==> src/rtl/imm_decode_stage.sv <==
// Pipelined, self-decoding immediate generator with a 2-entry skid buffer.
// Optional build macro IMM_RVC_EN enables decoding of compressed (RVC) words.
module imm_decode_stage #(
  parameter int XLEN      = 32,
  parameter bit TARGET_EN = 1'b1
) (
  input  logic            clk,
  input  logic            reset,
  input  logic            in_valid,
  output logic            in_ready,
  input  logic [31:0]     in_instr,
  input  logic [XLEN-1:0] in_pc,
  output logic            out_valid,
  input  logic            out_ready,
  output logic [XLEN-1:0] out_imm,
  output logic [2:0]      out_type,
  output logic [XLEN-1:0] out_pc,
  output logic [XLEN-1:0] out_target,
  output logic            out_illegal
);

  localparam logic [1:0] ST_EMPTY = 2'b00;
  localparam logic [1:0] ST_ONE   = 2'b01;
  localparam logic [1:0] ST_TWO   = 2'b10;

  localparam logic [2:0] T_R   = 3'd0;
  localparam logic [2:0] T_I   = 3'd1;
  localparam logic [2:0] T_S   = 3'd2;
  localparam logic [2:0] T_B   = 3'd3;
  localparam logic [2:0] T_J   = 3'd4;
  localparam logic [2:0] T_U   = 3'd5;
  localparam logic [2:0] T_ILL = 3'd7;

  typedef struct packed {
    logic [XLEN-1:0] imm;
    logic [XLEN-1:0] pc;
    logic [XLEN-1:0] target;
    logic [2:0]      typ;
    logic            illegal;
  } entry_t;

  // Widen a 32-bit two's-complement immediate to XLEN (replication count >= 1 for XLEN 32/64).
  function automatic logic [XLEN-1:0] sext32(input logic [31:0] v);
    return {{(XLEN-31){v[31]}}, v[30:0]};
  endfunction

  logic [6:0]  opcode_s;
  logic [31:0] raw_s;
  logic [2:0]  dec_type_s;
  entry_t      dec_s;
  entry_t      main_r;
  entry_t      skid_r;
  logic [1:0]  state_r;
  logic [1:0]  state_nxt_s;
  logic        in_ready_r;
  logic        out_valid_r;
  logic        accept_s;
  logic        drain_s;
  logic        load_main_s;
  logic        load_skid_s;
  logic        main_from_skid_s;

  assign opcode_s = in_instr[6:0];

  // Opcode-driven format selection and 32-bit raw immediate assembly.
  always_comb begin
    dec_type_s = T_ILL;
    raw_s      = 32'd0;
    if (in_instr[1:0] == 2'b11) begin
      case (opcode_s)
        7'b0000011, 7'b0010011, 7'b1100111, 7'b1110011, 7'b0001111: begin
          dec_type_s = T_I;
          raw_s      = {{20{in_instr[31]}}, in_instr[31:20]};
        end
        7'b0100011: begin
          dec_type_s = T_S;
          raw_s      = {{20{in_instr[31]}}, in_instr[31:25], in_instr[11:7]};
        end
        7'b1100011: begin
          dec_type_s = T_B;
          raw_s      = {{19{in_instr[31]}}, in_instr[31], in_instr[7], in_instr[30:25],
                        in_instr[11:8], 1'b0};
        end
        7'b1101111: begin
          dec_type_s = T_J;
          raw_s      = {{11{in_instr[31]}}, in_instr[31], in_instr[19:12], in_instr[20],
                        in_instr[30:21], 1'b0};
        end
        7'b0110111, 7'b0010111: begin
          dec_type_s = T_U;
          raw_s      = {in_instr[31:12], 12'b0};
        end
        7'b0110011: begin
          dec_type_s = T_R;
          raw_s      = 32'd0;
        end
        default: begin
          if ((XLEN == 32'd64) && (opcode_s == 7'b0011011)) begin
            dec_type_s = T_I;
            raw_s      = {{20{in_instr[31]}}, in_instr[31:20]};
          end else if ((XLEN == 32'd64) && (opcode_s == 7'b0111011)) begin
            dec_type_s = T_R;
            raw_s      = 32'd0;
          end else begin
            dec_type_s = T_ILL;
            raw_s      = 32'd0;
          end
        end
      endcase
    end else begin
`ifdef IMM_RVC_EN
      // Compressed word: only the low half participates.
      case ({in_instr[1:0], in_instr[15:13]})
        5'b01_000, 5'b01_010: begin
          dec_type_s = T_I;
          raw_s      = {{26{in_instr[12]}}, in_instr[12], in_instr[6:2]};
        end
        5'b01_101: begin
          dec_type_s = T_J;
          raw_s      = {{20{in_instr[12]}}, in_instr[12], in_instr[8], in_instr[10:9],
                        in_instr[6], in_instr[7], in_instr[2], in_instr[11], in_instr[5:3], 1'b0};
        end
        5'b01_110, 5'b01_111: begin
          dec_type_s = T_B;
          raw_s      = {{23{in_instr[12]}}, in_instr[12], in_instr[6:5], in_instr[2],
                        in_instr[11:10], in_instr[4:3], 1'b0};
        end
        5'b00_010: begin
          dec_type_s = T_I;
          raw_s      = {25'd0, in_instr[5], in_instr[12:10], in_instr[6], 2'b00};
        end
        5'b00_110: begin
          dec_type_s = T_S;
          raw_s      = {25'd0, in_instr[5], in_instr[12:10], in_instr[6], 2'b00};
        end
        default: begin
          dec_type_s = T_ILL;
          raw_s      = 32'd0;
        end
      endcase
`else
      dec_type_s = T_ILL;
      raw_s      = 32'd0;
`endif
    end
  end

  // Package the decoded entry, including the precomputed pc-relative target.
  always_comb begin
    dec_s.typ     = dec_type_s;
    dec_s.illegal = (dec_type_s == T_ILL);
    dec_s.imm     = sext32(raw_s);
    dec_s.pc      = in_pc;
    if (TARGET_EN) begin
      dec_s.target = in_pc + dec_s.imm;
    end else begin
      dec_s.target = {XLEN{1'b0}};
    end
  end

  assign accept_s = in_valid & in_ready_r;
  assign drain_s  = out_valid_r & out_ready;

  // Skid-buffer occupancy FSM and slot load selects.
  always_comb begin
    state_nxt_s      = state_r;
    load_main_s      = 1'b0;
    load_skid_s      = 1'b0;
    main_from_skid_s = 1'b0;
    case (state_r)
      ST_EMPTY: begin
        if (accept_s) begin
          state_nxt_s = ST_ONE;
          load_main_s = 1'b1;
        end else begin
          state_nxt_s = ST_EMPTY;
        end
      end
      ST_ONE: begin
        if (accept_s && drain_s) begin
          state_nxt_s = ST_ONE;
          load_main_s = 1'b1;
        end else if (accept_s) begin
          state_nxt_s = ST_TWO;
          load_skid_s = 1'b1;
        end else if (drain_s) begin
          state_nxt_s = ST_EMPTY;
        end else begin
          state_nxt_s = ST_ONE;
        end
      end
      ST_TWO: begin
        if (drain_s) begin
          state_nxt_s      = ST_ONE;
          main_from_skid_s = 1'b1;
        end else begin
          state_nxt_s = ST_TWO;
        end
      end
      default: begin
        state_nxt_s = ST_EMPTY;
      end
    endcase
  end

  // State, handshake flags and slot storage; handshake flags derive from the next state.
  always_ff @(posedge clk) begin
    if (reset) begin
      state_r     <= ST_EMPTY;
      in_ready_r  <= 1'b1;
      out_valid_r <= 1'b0;
      main_r      <= '0;
      skid_r      <= '0;
    end else begin
      state_r     <= state_nxt_s;
      in_ready_r  <= (state_nxt_s != ST_TWO);
      out_valid_r <= (state_nxt_s != ST_EMPTY);
      if (load_main_s) begin
        main_r <= dec_s;
      end else if (main_from_skid_s) begin
        main_r <= skid_r;
      end
      if (load_skid_s) begin
        skid_r <= dec_s;
      end
    end
  end

  assign in_ready    = in_ready_r;
  assign out_valid   = out_valid_r;
  assign out_imm     = main_r.imm;
  assign out_type    = main_r.typ;
  assign out_pc      = main_r.pc;
  assign out_target  = main_r.target;
  assign out_illegal = main_r.illegal;

endmodule

==> config.mk <==
export PLATFORM = sky130hd
export DESIGN_NAME = imm_decode_stage
export DESIGN_NICKNAME = d
export VERILOG_FILES = /design/src/rtl/imm_decode_stage.sv
export SDC_FILE = /design/constraint.sdc
export NUM_CORES = 1
export LEC_CHECK = 0
export ABC_AREA = 1
export BUFFER_PORTS_ARGS = -buffer_cell sky130_fd_sc_hd__buf_2
export CORE_MARGIN = 2
export CORE_UTILIZATION = 54
export DETAILED_ROUTE_END_ITERATION = 10
export GPL_ROUTABILITY_DRIVEN = 1
export PLACE_DENSITY = 0.77
export SYNTH_ARGS = -nofsm -noshare
export SYNTH_HDL_FRONTEND = slang
export SYNTH_SLANG_ARGS = --single-unit
==> constraint.sdc <==
create_clock -name clk -period 4.96 [get_ports clk]
set_input_delay 0.248 -clock clk [delete_from_list [all_inputs] [get_ports clk]]
set_output_delay 0.248 -clock clk [all_outputs]
set_load 0.01 [all_outputs]
==> Implementation_results.wiki <==
{| class="wikitable"
! Metric !! Value
|-
| Overall track demand over capacity in global routing || about a third
|-
| Growth of design area from synthesis to finish || 16.3%
|-
| Number of nets produced by synthesis || about 1700
|-
| Clock network latency to the later pin of the worst-skew pair || about 0.52 ns
|-
| Vias || around 11000
|-
| Die Wd || between 100 and 150 um
|-
| Global-route wire length before repair || roughly 52000 um
|-
| Predominant post-synthesis flop cell || sky130_fd_sc_hd__dfxtp_1
|-
| Setup-violating endpoint count in the final report || 0
|-
| Synth warn || 0
|-
| Share of synthesized area occupied by flip-flops and latches || 38.2%
|-
| Die Footprint || 20900 um^2
|-
| Tmin final || ~3.5 ns
|-
| I/O pin total || 170
|-
| Initial standard-cell utilization of the core || ~55%
|-
| Number of antenna violations at the first check in global routing || 1
|-
| Worst Path Arrival || ~3.8 ns
|-
| DP Cell Count || about 2000
|-
| CTS H-Tree Depth || 1
|-
| Count of flip-flops with a built-in enable after synthesis || 0
|-
| Via count of the first global-routing pass || roughly 9800
|-
| Core area || around 19000 um^2
|-
| Remaining DRCs || 0
|-
| Dominant cells by area after synthesis || sky130_fd_sc_hd__dfxtp_1 (38%), sky130_fd_sc_hd__nand2_1 (14%), sky130_fd_sc_hd__inv_1 (7.6%)
|-
| Crit start category || input port
|-
| Resize count post-CTS || 0
|-
| Worst-case clock buffer depth || 3
|-
| Kind of critical path || in2reg
|-
| Total leakage power || between 0.006 and 0.007 uW
|-
| Worst min path class || in2reg
|-
| Timing-limited maximum frequency || just under 300 MHz
|-
| CP Max Fanout || 11
|-
| Cell count after synthesis || around 1600
|-
| Power density cells || 353 nW/um^2
|-
| Reg2Reg Setup Slack || between 1.5 and 2 ns
|-
| Synthesized flop and latch total || 204
|-
| Post-synth top cells || sky130_fd_sc_hd__nand2_1 (393), sky130_fd_sc_hd__inv_1 (216), sky130_fd_sc_hd__dfxtp_1 (204)
|-
| Worst-case clock skew || between 0.015 and 0.02 ns
|-
| Antenna Violating Nets Remaining || 0
|-
| Mean routed wirelength per cell || between 15 and 20 um
|-
| Dominant cell by count in the synthesized netlist || sky130_fd_sc_hd__nand2_1
|-
| Synth async-reset ratio || 0%
|-
| Max cap viols || 0
|-
| Vias/cell || ~5.4
|-
| Cell accounting for the most synthesized area || sky130_fd_sc_hd__dfxtp_1
|-
| Slew @ Worst Pin || 1.01 ns
|-
| Share of final-layout standard cells stronger than drive strength 1 || between 10% and 20%
|-
| Number of buffers created by CTS || 23
|-
| Pin count of the biggest net entering global routing || slightly above 90
|-
| Detailed Routing Iterations Pass 1 || 5
|-
| RSZ-0062 raised after global routing || false
|-
| Worst relative slew slack || 32.9%
|-
| Y dimension of the die || 145 um
|-
| Post-synthesis area per instance || 6.75 um^2
|-
| Total negative slack for setup checks || 0 ns
|-
| Num Clock Sinks || between 200 and 250
|-
| Synthesized cell area || ~11000 um^2
|-
| Clock-pin slew on the worst setup and hold paths || ~0.060 ns
|-
| CTS root buf || sky130_fd_sc_hd__clkbuf_16
|-
| Share of Yosys cell area claimed by the top area cell type || 38.2%
|-
| Total congestion overflow after global routing || 0
|-
| Final Hold Vio Count || 0
|-
| Setup bufs post-CTS || 0
|-
| Final cell count without fillers || 1989
|-
| Maximum vdd ir drop || between 0.0002 and 0.0003 V
|-
| CP required || ~5.3 ns
|-
| RD Place Congestion || 0.982
|-
| Total Wirelength || approximately 34000 um
|-
| HPWL after detailed placement || 23800 um
|-
| Post-CTS Hold Buffers || 2
|-
| Fin. max-slew vios || 0
|-
| Setup crit end kind || flop
|-
| Net count of the finished layout || about 1800
|-
| Drt initial violations || 800
|-
| IO Port Bufs || about 170
|-
| Std cell rows || between 50 and 60
|-
| Distinct cell type count of the synthesized netlist || 37
|-
| Final worst path period share || between 60% and 70%
|-
| Result of the run || complete, no violations
|-
| Clock tree from TritonCTS || built
|}
-- area by class of cell --
class | instances | area [um^2]
Clock buffer | 32 | 679
Fill cell | 1774 | 7040
Timing Repair Buffer | 182 | 948
Sequential cell | 204 | 4080
Tap cell | 265 | 332
Multi-Input combinational cell | 1076 | 5460
Inverter | 220 | 826
Clock inverter | 9 | 92.6
Antenna cell | 1 | 2.50
-- worst paths after layout --
kind / depth (start not counted) / endpoint / start
worst max-delay path: 19 / out_target[30]$_SDFFE_PP0P_ / in_instr[1]
worst min-delay path: 3 / skid_r[40]$_SDFFE_PP0P_ / in_pc[4]
worst max register to register: 9 / out_target[4]$_SDFFE_PP0P_ / out_valid$_SDFF_PP0_
worst min register to register: 2 / out_target[22]$_SDFFE_PP0P_ / out_target[22]$_SDFFE_PP0P_
-- logic make-up (layout without fill, tap and decap cells) --
group                      Yosys count  in the layout  share of synthesized area, %
and+or+nand+nor                    654            654                          24.8
AOI/OAI and AO/OA                  374            374                          21.0
xor gates and xnor gates            14             14                          1.15
adders and majority gates           34             34                          4.05
buffers and inverters              301            443                          10.8
DFF                                204            204                          38.2
other                                0              1                             0
-- stage by stage --
step / hold slack, ns / worst slack [ns] / total power (uW) / area [um^2] / util (%)
after floorplan: 0.393 / 2.26 / 2390 / 10700 / -
after global placement: 0.441 / 1.06 / 2660 / 11600 / 59.7
after detailed placement: 0.452 / 1.10 / 2680 / 11600 / 59.7
after CTS: 0.0000241 / 1.64 / 4400 / 12400 / 63.8
after global routing: 0.00209 / 1.36 / 4580 / 12400 / 63.8
final: 0.00920 / 1.50 / 4380 / 12400 / 63.8
-- report_power, final --
part	total, uW	internal [uW]	switching (uW)
registers	1860	1780	73.9
clock network	1730	1020	710
logic	796	272	524
total	4380	3070	1310
-- per-layer routing --
metal	global-route usage [%]	share of wire, %	up-vias
met5	0	0	-
met4	10.1	2.8	0
met3	5.26	6.8	67
met2	51.1	46	403
met1	43.5	44	4958
li1	-	-	5386
-- cell usage in the layout, fill, tap and decap left out, types with 2 or more instances in the layout --
| master | Yosys | layout |
|---|---|---|
| sky130_fd_sc_hd__o21bai_1 | 27 | 27 |
| sky130_fd_sc_hd__clkbuf_8 | 0 | 7 |
| sky130_fd_sc_hd__or2_1 | 2 | 2 |
| sky130_fd_sc_hd__xor2_1 | 8 | 8 |
| sky130_fd_sc_hd__nand2_2 | 3 | 5 |
| sky130_fd_sc_hd__dfxtp_1 | 204 | 204 |
| sky130_fd_sc_hd__clkbuf_16 | 0 | 23 |
| sky130_fd_sc_hd__clkbuf_1 | 63 | 2 |
| sky130_fd_sc_hd__or2_2 | 7 | 7 |
| sky130_fd_sc_hd__xnor2_1 | 6 | 6 |
| sky130_fd_sc_hd__o21ai_2 | 6 | 6 |
| sky130_fd_sc_hd__a21o_1 | 3 | 3 |
| sky130_fd_sc_hd__a22oi_1 | 12 | 12 |
| sky130_fd_sc_hd__and2_1 | 3 | 3 |
| sky130_fd_sc_hd__nand3_1 | 70 | 69 |
| sky130_fd_sc_hd__o211ai_1 | 35 | 35 |
| sky130_fd_sc_hd__inv_1 | 216 | 214 |
| sky130_fd_sc_hd__ha_1 | 33 | 33 |
| sky130_fd_sc_hd__o21ai_0 | 104 | 104 |
| sky130_fd_sc_hd__o2111ai_1 | 5 | 5 |
| sky130_fd_sc_hd__nor2_1 | 158 | 158 |
| sky130_fd_sc_hd__nand3b_1 | 2 | 2 |
| sky130_fd_sc_hd__a31oi_1 | 8 | 8 |
| sky130_fd_sc_hd__o221ai_1 | 35 | 35 |
| sky130_fd_sc_hd__clkinv_2 | 0 | 5 |
| sky130_fd_sc_hd__nand4_1 | 4 | 4 |
| sky130_fd_sc_hd__nand2_1 | 393 | 391 |
| sky130_fd_sc_hd__a21oi_1 | 136 | 136 |
| sky130_fd_sc_hd__nor2_4 | 2 | 2 |
| sky130_fd_sc_hd__buf_4 | 0 | 11 |
| sky130_fd_sc_hd__buf_2 | 9 | 169 |
| sky130_fd_sc_hd__inv_2 | 3 | 6 |
| sky130_fd_sc_hd__dlygate4sd3_1 | 0 | 2 |
| sky130_fd_sc_hd__nor3_1 | 7 | 7 |
| sky130_fd_sc_hd__o21ai_1 | 3 | 3 |
-- worst max-delay path, stage by stage --
cell                      delay, ns
sky130_fd_sc_hd__buf_2         0.09
sky130_fd_sc_hd__nand2_1       0.17
sky130_fd_sc_hd__nor2_1        0.12
sky130_fd_sc_hd__nand2_1       0.10
sky130_fd_sc_hd__nand2_1       0.09
sky130_fd_sc_hd__nor2_4        0.14
sky130_fd_sc_hd__nand2_2       0.10
sky130_fd_sc_hd__o21ai_2       0.57
sky130_fd_sc_hd__o21ai_0       0.50
sky130_fd_sc_hd__ha_1          0.55
sky130_fd_sc_hd__inv_1         0.09
sky130_fd_sc_hd__nor3_1        0.25
sky130_fd_sc_hd__nand2_1       0.16
sky130_fd_sc_hd__nor2_1        0.11
sky130_fd_sc_hd__nand2_1       0.14
sky130_fd_sc_hd__nand3_1       0.14
sky130_fd_sc_hd__nand3_1       0.08
sky130_fd_sc_hd__nand2_1       0.11
sky130_fd_sc_hd__a21oi_1       0.06
-- registers in the layout, summed over array words and instances, names as in the netlist --
name and cells:
out_imm 32, out_type 3, out_illegal 1, out_valid 1, in_ready 1, out_pc 32
skid_r 100, state_r 2, out_target 32
(Power assumes the default switching activity.)
